**src/rtl/legv8_ctrl_pkg.sv**
```systemverilog
// Shared encodings for the LEGv8 multi-cycle control unit: FSM states, opcodes,
// datapath select codes, control-word layout and the instruction decoder.
package legv8_ctrl_pkg;

    localparam logic [2:0] ST_FETCH  = 3'd0;
    localparam logic [2:0] ST_DECODE = 3'd1;
    localparam logic [2:0] ST_EXEC   = 3'd2;
    localparam logic [2:0] ST_MEM    = 3'd3;
    localparam logic [2:0] ST_BRANCH = 3'd4;
    localparam logic [2:0] ST_HALT   = 3'd5;

    typedef enum logic [3:0] {
        INS_ADD, INS_SUB, INS_AND, INS_ORR, INS_ADDS, INS_SUBS,
        INS_ADDI, INS_SUBI, INS_ANDI, INS_ORRI,
        INS_LDUR, INS_STUR, INS_CBZ, INS_CBNZ, INS_B, INS_ILLEGAL
    } ins_t;

    typedef enum logic [2:0] {IMM_NONE, IMM_I, IMM_D, IMM_B, IMM_CB} imm_class_t;

    localparam logic [10:0] OP_ADD  = 11'b10001011000;
    localparam logic [10:0] OP_SUB  = 11'b11001011000;
    localparam logic [10:0] OP_AND  = 11'b10001010000;
    localparam logic [10:0] OP_ORR  = 11'b10101010000;
    localparam logic [10:0] OP_ADDS = 11'b10101011000;
    localparam logic [10:0] OP_SUBS = 11'b11101011000;
    localparam logic [10:0] OP_LDUR = 11'b11111000010;
    localparam logic [10:0] OP_STUR = 11'b11111000000;
    localparam logic [9:0]  OP_ADDI = 10'b1001000100;
    localparam logic [9:0]  OP_SUBI = 10'b1101000100;
    localparam logic [9:0]  OP_ANDI = 10'b1001001000;
    localparam logic [9:0]  OP_ORRI = 10'b1011001000;
    localparam logic [7:0]  OP_CBZ  = 8'b10110100;
    localparam logic [7:0]  OP_CBNZ = 8'b10110101;
    localparam logic [5:0]  OP_B    = 6'b000101;

    localparam logic [4:0] FS_AND = 5'b00000;
    localparam logic [4:0] FS_ORR = 5'b00100;
    localparam logic [4:0] FS_ADD = 5'b01000;
    localparam logic [4:0] FS_SUB = 5'b01001;

    localparam logic [1:0] PS_HOLD   = 2'b00;
    localparam logic [1:0] PS_INC    = 2'b01;
    localparam logic [1:0] PS_LOAD   = 2'b10;
    localparam logic [1:0] PS_BRANCH = 2'b11;

    localparam logic [1:0] BUS_NONE = 2'b00;
    localparam logic [1:0] BUS_RF   = 2'b01;
    localparam logic [1:0] BUS_MEM  = 2'b11;
    localparam logic [1:0] SIZE_DW  = 2'b11;

    localparam int CW_ADDR_SEL  = 33;
    localparam int CW_BUS_LSB   = 31;
    localparam int CW_PS_LSB    = 29;
    localparam int CW_PC_LD     = 28;
    localparam int CW_B_SEL     = 27;
    localparam int CW_IR_LD     = 26;
    localparam int CW_SL        = 25;
    localparam int CW_FS_LSB    = 20;
    localparam int CW_C0        = 19;
    localparam int CW_SIZE_LSB  = 17;
    localparam int CW_MEM_WRITE = 16;
    localparam int CW_REG_WRITE = 15;
    localparam int CW_DA_LSB    = 10;
    localparam int CW_SA_LSB    = 5;
    localparam int CW_SB_LSB    = 0;

    typedef struct packed {
        logic       addr_sel;
        logic [1:0] bus_sel;
        logic [1:0] ps;
        logic       pc_ld;
        logic       b_sel;
        logic       ir_ld;
        logic       sl;
        logic [4:0] fs;
        logic       c0;
        logic [1:0] size;
        logic       mem_write;
        logic       reg_write;
        logic [4:0] da;
        logic [4:0] sa;
        logic [4:0] sb;
    } cw_t;

    // Longest opcode wins: 11-bit forms are tried before the shorter prefixes.
    function automatic ins_t decode_ins(input logic [31:0] ir);
        ins_t r;
        r = INS_ILLEGAL;
        case (ir[31:21])
            OP_ADD:  r = INS_ADD;
            OP_SUB:  r = INS_SUB;
            OP_AND:  r = INS_AND;
            OP_ORR:  r = INS_ORR;
            OP_ADDS: r = INS_ADDS;
            OP_SUBS: r = INS_SUBS;
            OP_LDUR: r = INS_LDUR;
            OP_STUR: r = INS_STUR;
            default: begin
                case (ir[31:22])
                    OP_ADDI: r = INS_ADDI;
                    OP_SUBI: r = INS_SUBI;
                    OP_ANDI: r = INS_ANDI;
                    OP_ORRI: r = INS_ORRI;
                    default: begin
                        case (ir[31:24])
                            OP_CBZ:  r = INS_CBZ;
                            OP_CBNZ: r = INS_CBNZ;
                            default: if (ir[31:26] == OP_B) r = INS_B;
                        endcase
                    end
                endcase
            end
        endcase
        return r;
    endfunction

endpackage

```
**src/rtl/legv8_imm_gen.sv**
```systemverilog
// Combinational immediate extraction for the datapath constant input.
// Branch offsets are pre-biased by -4 since PC has already advanced in DECODE.
module legv8_imm_gen
    import legv8_ctrl_pkg::*;
(
    input  logic [25:0] ir,
    input  imm_class_t  imm_class,
    output logic [63:0] imm
);

    always_comb begin
        imm = '0;
        case (imm_class)
            IMM_I:   imm = {52'd0, ir[21:10]};
            IMM_D:   imm = {{55{ir[20]}}, ir[20:12]};
            IMM_B:   imm = {{36{ir[25]}}, ir[25:0], 2'b00} - 64'd4;
            IMM_CB:  imm = {{43{ir[23]}}, ir[23:5], 2'b00} - 64'd4;
            default: imm = '0;
        endcase
    end

endmodule

```
**src/rtl/legv8_control_unit.sv**
```systemverilog
// Multi-cycle LEGv8 control FSM: Moore control word/constant from state and held IR;
// only the CB branch decision looks at ALU status combinationally, in EXEC.
module legv8_control_unit
    import legv8_ctrl_pkg::*;
(
    input  logic        clock,
    input  logic        reset,
    input  logic [31:0] IR_in,
    input  logic [4:0]  status,
    output logic [33:0] ControlWord,
    output logic [63:0] constant,
    output logic [2:0]  state,
    output logic        halted
);

    logic [2:0]  st;
    logic [2:0]  nxt;
    ins_t        ins;
    imm_class_t  imm_class;
    cw_t         cw;
    logic [63:0] imm;
    logic [4:0]  rd;
    logic [4:0]  rn;
    logic [4:0]  rm;
    logic        taken;
    logic        status_unused;

    assign ins = decode_ins(IR_in);
    assign rd  = IR_in[4:0];
    assign rn  = IR_in[9:5];
    assign rm  = IR_in[20:16];
    assign taken = ((ins == INS_CBZ) && status[0]) || ((ins == INS_CBNZ) && !status[0]);
    assign status_unused = ^status[4:1];

    always_ff @(posedge clock) begin
        if (!reset) st <= ST_FETCH;
        else        st <= nxt;
    end

    always_comb begin
        cw        = '0;
        imm_class = IMM_NONE;
        nxt       = st;
        case (st)
            ST_FETCH: begin
                cw.addr_sel = 1'b1;
                cw.bus_sel  = BUS_MEM;
                cw.ir_ld    = 1'b1;
                cw.size     = SIZE_DW;
                nxt         = ST_DECODE;
            end
            ST_DECODE: begin
                cw.pc_ld = 1'b1;
                cw.ps    = PS_INC;
                cw.size  = SIZE_DW;
                if (ins == INS_B)            nxt = ST_BRANCH;
                else if (ins == INS_ILLEGAL) nxt = ST_HALT;
                else                         nxt = ST_EXEC;
            end
            ST_EXEC, ST_MEM: begin
                cw.size = SIZE_DW;
                nxt     = ST_FETCH;
                case (ins)
                    INS_ADD, INS_ADDS, INS_ADDI, INS_LDUR, INS_STUR: cw.fs = FS_ADD;
                    INS_SUB, INS_SUBS, INS_SUBI: begin
                        cw.fs = FS_SUB;
                        cw.c0 = 1'b1;
                    end
                    INS_AND, INS_ANDI: cw.fs = FS_AND;
                    default:           cw.fs = FS_ORR;
                endcase
                case (ins)
                    INS_ADD, INS_SUB, INS_AND, INS_ORR, INS_ADDS, INS_SUBS: begin
                        cw.da        = rd;
                        cw.sa        = rn;
                        cw.sb        = rm;
                        cw.reg_write = 1'b1;
                        cw.sl        = (ins == INS_ADDS) || (ins == INS_SUBS);
                    end
                    INS_ADDI, INS_SUBI, INS_ANDI, INS_ORRI: begin
                        cw.da        = rd;
                        cw.sa        = rn;
                        cw.b_sel     = 1'b1;
                        cw.reg_write = 1'b1;
                        imm_class    = IMM_I;
                    end
                    INS_LDUR: begin
                        // MEM replays the address phase so the load data stays on the bus.
                        cw.sa      = rn;
                        cw.b_sel   = 1'b1;
                        cw.bus_sel = BUS_MEM;
                        imm_class  = IMM_D;
                        if (st == ST_MEM) begin
                            cw.reg_write = 1'b1;
                            cw.da        = rd;
                        end else begin
                            nxt = ST_MEM;
                        end
                    end
                    INS_STUR: begin
                        cw.sa        = rn;
                        cw.sb        = rd;
                        cw.b_sel     = 1'b1;
                        cw.bus_sel   = BUS_RF;
                        cw.mem_write = 1'b1;
                        imm_class    = IMM_D;
                    end
                    INS_CBZ, INS_CBNZ: begin
                        cw.sa = 5'd31;
                        cw.sb = rd;
                        nxt   = taken ? ST_BRANCH : ST_FETCH;
                    end
                    default: nxt = ST_HALT;
                endcase
            end
            ST_BRANCH: begin
                cw.pc_ld  = 1'b1;
                cw.ps     = PS_BRANCH;
                cw.size   = SIZE_DW;
                imm_class = (ins == INS_B) ? IMM_B : IMM_CB;
                nxt       = ST_FETCH;
            end
            ST_HALT: nxt = ST_HALT;
            default: nxt = ST_FETCH;
        endcase
    end

    legv8_imm_gen u_imm_gen (
        .ir        (IR_in[25:0]),
        .imm_class (imm_class),
        .imm       (imm)
    );

    // Outputs are forced quiet while reset is held so an abandoned instruction issues nothing.
    assign ControlWord = reset ? cw  : '0;
    assign constant    = reset ? imm : '0;
    assign state       = st;
    assign halted      = (st == ST_HALT);

endmodule

```
**config.mk**
```make
export PLATFORM = sky130hd
export DESIGN_NAME = legv8_control_unit
export DESIGN_NICKNAME = d
export VERILOG_FILES = /design/src/rtl/legv8_ctrl_pkg.sv /design/src/rtl/legv8_imm_gen.sv /design/src/rtl/legv8_control_unit.sv
export SDC_FILE = /design/constraint.sdc
export NUM_CORES = 1
export LEC_CHECK = 0
export CORE_MARGIN = 5
export CORE_UTILIZATION = 44
export CTS_CLUSTER_SIZE = 25
export DETAILED_ROUTE_END_ITERATION = 7
export GPL_TIMING_DRIVEN = 0
export PLACE_DENSITY = 0.95
export SLEW_MARGIN = 20
export SYNTH_ARGS = -nofsm -noshare
export SYNTH_HDL_FRONTEND = slang
export SYNTH_SLANG_ARGS = --single-unit
```
**constraint.sdc**
```tcl
create_clock -name clock -period 6.2 [get_ports clock]
set_input_delay 0.62 -clock clock [delete_from_list [all_inputs] [get_ports clock]]
set_output_delay 0.62 -clock clock [all_outputs]
set_load 0.05 [all_outputs]
```
=== After elaboration in Yosys (flattened, before gate mapping) ===
Index checks and enable logic that the tools add are counted.

* Flip-flop bits (word level): 3
* Output and inout port bits: 102
* Word-level logic and storage cells: 96

* $add $sub $neg: 2
* Equal/unequal tests: 39
* Multiplexer cells: 33
* Reductions and logical operators: 21

{| class="wikitable"
|+ Operators with widths
! kind !! count
|-
| case mux 64 bit (4 select lines) || 1
|-
| equality test 11 bit, second input constant || 8
|-
| 2-to-1 mux 64 bit || 1
|-
| equality test 10 bit, second input constant || 4
|-
| 2-to-1 mux 34 bit || 1
|-
| equality test 4 bit, second input constant || 8
|-
| case mux 4 bit (8 select lines) || 1
|-
| subtractor 28 x 4 -> 29 bit, second input constant || 1
|-
| subtractor 21 x 4 -> 22 bit, second input constant || 1
|-
| case mux 5 bit (2 select lines) || 2
|-
| 2-to-1 mux 17 bit || 1
|-
| equality test 4 x 3 -> 1 bit, second input constant || 4
|-
| equality test 8 bit, second input constant || 2
|-
| case mux 2 bit (2 select lines) || 4
|-
| case mux 4 bit (4 select lines) || 1
|-
| equality test 3 x 2 -> 1 bit, second input constant || 4
|-
| 2-to-1 mux 3 bit || 4
|-
| case mux 3 bit (2 select lines) || 2
|-
| case mux 3 bit (4 select lines) || 1
|-
| case mux 4 bit (3 select lines) || 1
|-
| case mux 6 bit (2 select lines) || 1
|-
| OR reduction 12 bit || 1
|-
| OR reduction 6 bit || 2
|-
| OR reduction 11 bit || 1
|-
| 20 further kinds || 38
|}

=== Logic depth before layout (Yosys ltp) ===
* Depth after elaboration: 12
* Mapped depth: 8
* Mapped depth without buffers: 7

=== By module ===
Synthesis repeated with hierarchy kept, for this count alone.

* Cells, all modules: 445
* Area, all modules: 2,946.6 µm²

{| class="wikitable"
|+ Modules (own cells, without submodules)
! module !! times used !! cells each !! area each (µm²) !! sequential area each (µm²)
|-
| legv8_imm_gen || 1 || 251 || 1,645.3 || 0.0
|-
| legv8_control_unit || 1 || 194 || 1,301.2 || 60.1
|}

=== Worst setup path after synthesis ===
OpenSTA, ideal clock, no wires.

* Kind: register to output
* From: reg st[2] (netlist: state[2])
* To: out constant[29]
* Arrival: 4,569 ps
* Data required time: 5,580 ps
* Setup slack: 1,011 ps
* Stages on the path, launching flop included: 8
* Cells stage by stage: dfxtp_1 or3b_2 nor3_2 buf_4 clkbuf_1 o21ai_0 a21oi_1 buf_4

* Cells in the longest elaborated chain, start to end: 6
* Elaborated cells between the ends (all ways): 11
* Classes of those cells: eq/ne: 7; mux: 3; reduce/logical: 1

{| class="wikitable"
|+ Ends and longest elaborated chain
! what !! line !! text
|-
| start, declared || legv8_control_unit.sv:16 || <nowiki>logic [2:0] st;</nowiki>
|-
| start signal, assigned || legv8_control_unit.sv:37 || <nowiki>else st <= nxt;</nowiki>
|-
| equality test 3 x 2 -> 1 bit || legv8_control_unit.sv:44 || <nowiki>case (st)</nowiki>
|-
| OR reduction 2 bit || legv8_control_unit.sv:44 ||
|-
| case mux 3 bit (2 select lines) (*) || legv8_control_unit.sv:44 ||
|-
| equality test 3 bit, or another cell as far along || legv8_imm_gen.sv:13 || <nowiki>case (imm_class)</nowiki>
|-
| case mux 64 bit (4 select lines) (*) || legv8_imm_gen.sv:13 ||
|-
| 2-to-1 mux 64 bit (*) || legv8_control_unit.sv:136 || <nowiki>assign constant = reset ? imm : '0;</nowiki>
|-
| end, declared || legv8_control_unit.sv:11 || <nowiki>output logic [63:0] constant,</nowiki>
|}

Mark *: on every way between the ends. The rest lies on a longest branch, timed or not.

=== Worst setup path in the final report ===
* From: in IR_in[27]
* To: out constant[34]

* Cells in the longest elaborated chain, start to end: 12
* Elaborated cells between the ends (all ways): 37
* Classes of those cells: eq/ne: 26; mux: 9; reduce/logical: 2

{| class="wikitable"
|+ Ends and longest elaborated chain
! what !! line !! text
|-
| start, declared || legv8_control_unit.sv:8 || <nowiki>input logic [31:0] IR_in,</nowiki>
|-
| equality test 6 x 3 -> 1 bit || legv8_ctrl_pkg.sv:108 || <nowiki>default: if (ir[31:26] == OP_B) r = INS_B;</nowiki>
|-
| 2-to-1 mux 1 bit || legv8_ctrl_pkg.sv:108 ||
|-
| case mux 2 bit (2 select lines) || legv8_ctrl_pkg.sv:105 || <nowiki>case (ir[31:24])</nowiki>
|-
| case mux 4 bit (4 select lines) || legv8_ctrl_pkg.sv:99 || <nowiki>case (ir[31:22])</nowiki>
|-
| case mux 4 bit (8 select lines) (*) || legv8_ctrl_pkg.sv:89 || <nowiki>case (ir[31:21])</nowiki>
|-
| equality test 4 x 3 -> 1 bit / equality test 4 bit (equally long branches) || legv8_control_unit.sv:72 || <nowiki>case (ins)</nowiki>
|-
| OR reduction 4 bit / OR reduction 2 bit (equally long branches) || n/a ||
|-
| case mux 2 bit (2 select lines) || legv8_control_unit.sv:72 ||
|-
| case mux 3 bit (2 select lines) (*) || legv8_control_unit.sv:44 ||
|-
| equality test 3 bit, or another cell as far along || legv8_imm_gen.sv:13 ||
|-
| case mux 64 bit (4 select lines) (*) || legv8_imm_gen.sv:13 ||
|-
| 2-to-1 mux 64 bit (*) || legv8_control_unit.sv:136 ||
|}

Marked as above.

==> results.py <==
metrics = {
    "routing": {
        "ant_nets": 0,
        "drc": 0,
        "wl_um": 10600,
        "num_vias": 3708,
        "vias_per_cell": 6.15,
        "wire_per_inst_um": 17.6,
        "first_iter_violations": 322,
        "firstDrtPassIters": 6,
    },
    "cts": {
        "clock_path_buffers": 2,
        "ctsRootBufferMaster": "clkbuf_8",
        "cts_tree": "done",
        "clk_latency_ps": 220,
        "post_cts_buffers": 0,
        "clock_sinks": 3,
        "cts_resized": 0,
        "clkSlewWorstSetupHoldPaths_ps": 30,
        "cts-htree-levels": 1,
        "cts_buffers": 3,
        "hold_buffers": 0,
    },
    "finish": {
        "drive_above_1_share": 0.152,
        "num-fill-cells": 489,
        "largest_reg_flops": 3,
        "final_cell_area_mm2": 0.00400,
        "seq_area_um2": 60.1,
        "layout.nets": 570,
        "multi_input_area_mm2": 0.00206,
        "diodes": 0,
        "area_delta_synth_final_pct": 52.9,
    },
    "setup_path": {
        "critPathKind": "in -> out",
        "crit_end": "constant[34]",
        "path_cells": "clkdlybuf4s50_1, or3b_1, buf_2, nor3_2, buf_4, clkbuf_1, o21ai_0, a21oi_4, buf_4, clkdlybuf4s50_1",
        "startpoint_type": "input pin",
        "cp-startpoint": "IR_in[27]",
        "cp.depth": 10,
        "reg2reg_slack_ps": 4360,
        "cp-end-kind": "output pin",
        "crit_required_ps": 5580,
        "critPathArrivalTime_ps": 4700,
        "crit_path_max_fanout": 36,
        "cpPeakStageDelay_ps": 810,
        "ff2ff_path_depth": 6,
        "slowest_stage": "clkdlybuf4s50_1",
        "reg2reg_to": "state[1]$_SDFF_PN0_",
        "cpLargestDelayFamily": "buffers and inverters",
        "crit_buf_inv": 6,
        "rr_startpoint": "state[1]$_SDFF_PN0_",
    },
    "timing": {
        "fin_crit_ps": 5320,
        "timing.final.ws_setup_ps": 878,
        "maxSlewViolCount": 0,
        "min_period_over_period": 0.858,
        "rsz0062_at_grt": "no",
        "timing.fmax_mhz": 188,
        "worstMarginPinSlew_ps": 829,
        "maxSlewHeadroom": 0.439,
        "setup_viol": 0,
        "tns_ps": 0,
        "clock_skew_ps": 3.50,
        "hold_viol": 0,
    },
    "floorplan": {
        "die_w_um": 87.1,
        "initial_core_util": 0.447,
        "die_h_um": 87.1,
        "die_area_mm2": 0.00759,
        "core_mm2": 0.00585,
        "io_pins": 141,
        "num_rows": 28,
    },
    "synth": {
        "yosysUniqueCellTypes": 69,
        "synth_edf_count": 0,
        "yosys_warnings": 0,
        "ys.flop_type": "dfxtp_1",
        "yosysTopAreaCell": "buf_4",
        "synth_area_mm2": 0.00262,
        "ys_seq_elements": 3,
        "synth_commonest_cells": "buf_4, nand2_1, clkbuf_1, a21oi_1",
        "synth.area.top_cells": "buf_4, xnor2_1, nand2_1",
        "yosysSeqAreaShare": 0.0230,
        "async_flop_share": 0,
        "synthCells": 400,
        "yosysMostFrequentCell": "buf_4",
        "synth_top_area_frac": 0.121,
        "synth_area_per_cell_um2": 6.54,
    },
    "placed_design": {
        "place_hpwl_um": 8200,
        "post_dp_cell_area_mm2": 0.00396,
        "gp_congestion": 0.978,
        "dp_slack_ps": 864,
        "io_buffers": 123,
    },
    "power": {
        "peakVddDrop_mv": 0.140,
        "pwr-share-clk": 0.188,
        "switchingPower_mw": 0.161,
        "comb_power_share": 0.726,
        "internal_power_mw": 0.146,
        "p_leak_nw": 1.26,
        "netSwitchingFraction": 0.525,
        "powerDensity_mw_per_mm2": 76.9,
        "seqPwrFrac": 0.086,
    },
    "min_path": {
        "hold_path.class": "reg -> reg",
    },
    "global_route": {
        "antenna_found_initial": 0,
        "grt_start_max_net_pins": 37,
        "grt_util_all_layers": 0.260,
        "grt_pass1_vias": 3491,
        "overflow": 0,
        "grt_pass1_wl_um": 16500,
    },
    "status": {
        "status": "finished clean",
    },
    "job": {
        "drv_cap": 0,
    },
}
[how the worst min path moves through the flow]
stage / depth (start not counted) / to / start / slack [ps]
final: 3 / state[0]$_SDFF_PN0_ / state[1]$_SDFF_PN0_ / 720
after global routing: 3 / state[0]$_SDFF_PN0_ / state[1]$_SDFF_PN0_ / 780
after CTS: 3 / state[0]$_SDFF_PN0_ / state[1]$_SDFF_PN0_ / 700
after detailed placement: 3 / state[0]$_SDFF_PN0_ / state[1]$_SDFF_PN0_ / 700
after global placement: 3 / state[0]$_SDFF_PN0_ / state[1]$_SDFF_PN0_ / 680
after floorplan: 2 / state[2]$_SDFF_PN0_ / status[0] / 850
[tightest hold or removal path: stages (launching register included)]
cell	delay [ps]
dfxtp_1	300
buf_2	180
nor2_1	110
a211oi_1	70
[layout by cell type, fill, tap and decap left out, types with 14 or more instances in the layout]
master and count:
nor4_1 15, nor2_1 17, xnor2_1 17, nor3_1 17, a31oi_1 14, clkdlybuf4s50_1 123, o21ai_0 16, clkbuf_1 27
a21oi_1 18, buf_4 42, nand2_1 34
[power by group through the flow]
stage / Clock [mW] / Sequential, mW / Combinational, mW
after detailed placement: 0 / 0.0266 / 0.218
after global routing: 0.0625 / 0.0272 / 0.235
after CTS: 0.0584 / 0.0263 / 0.219
final: 0.0578 / 0.0266 / 0.223
after floorplan: 0 / 0.0325 / 0.138
after global placement: 0 / 0.0263 / 0.213
[layer usage]
layer,up-vias,share of wire,routed length (um),GRT usage
met1,1658,0.37,3970,0.314
met2,301,0.47,4950,0.453
li1,1699,-,-,-
met3,50,0.13,1360,0.0558
met5,-,0,0,0
met4,0,0.030,318,0.0893
[per-stage QoR]
stage                      util  power [mW]  instances  hold WS, ps
after CTS                 0.684       0.304        603          704
after detailed placement  0.676       0.245        599          699
final                     0.684       0.308        603          717
after global placement    0.674       0.239        599          685
after global routing      0.684       0.324        603          780
after floorplan               -       0.170        401          854
[logic make-up after synthesis]
group | share of synthesized area
XOR/XNOR | 0.0770
AO/OA/AOI/OAI | 0.293
flip-flops | 0.0230
multiplexers | 0.0249
adder cells (fa/ha/maj) | 0.00956
other | 0.00143
buffers and inverters | 0.195
AND/OR/NAND/NOR | 0.376
[cell type report]
type                    instances  area share
inverters                      11      0.0103
multi-input cells             308       0.515
repair buffers                123       0.308
plain buffers                  79       0.117
flip-flops and latches          3      0.0150
clock buffers                   4      0.0113
well taps                      75      0.0235
Power figures use the tool's default switching activity.
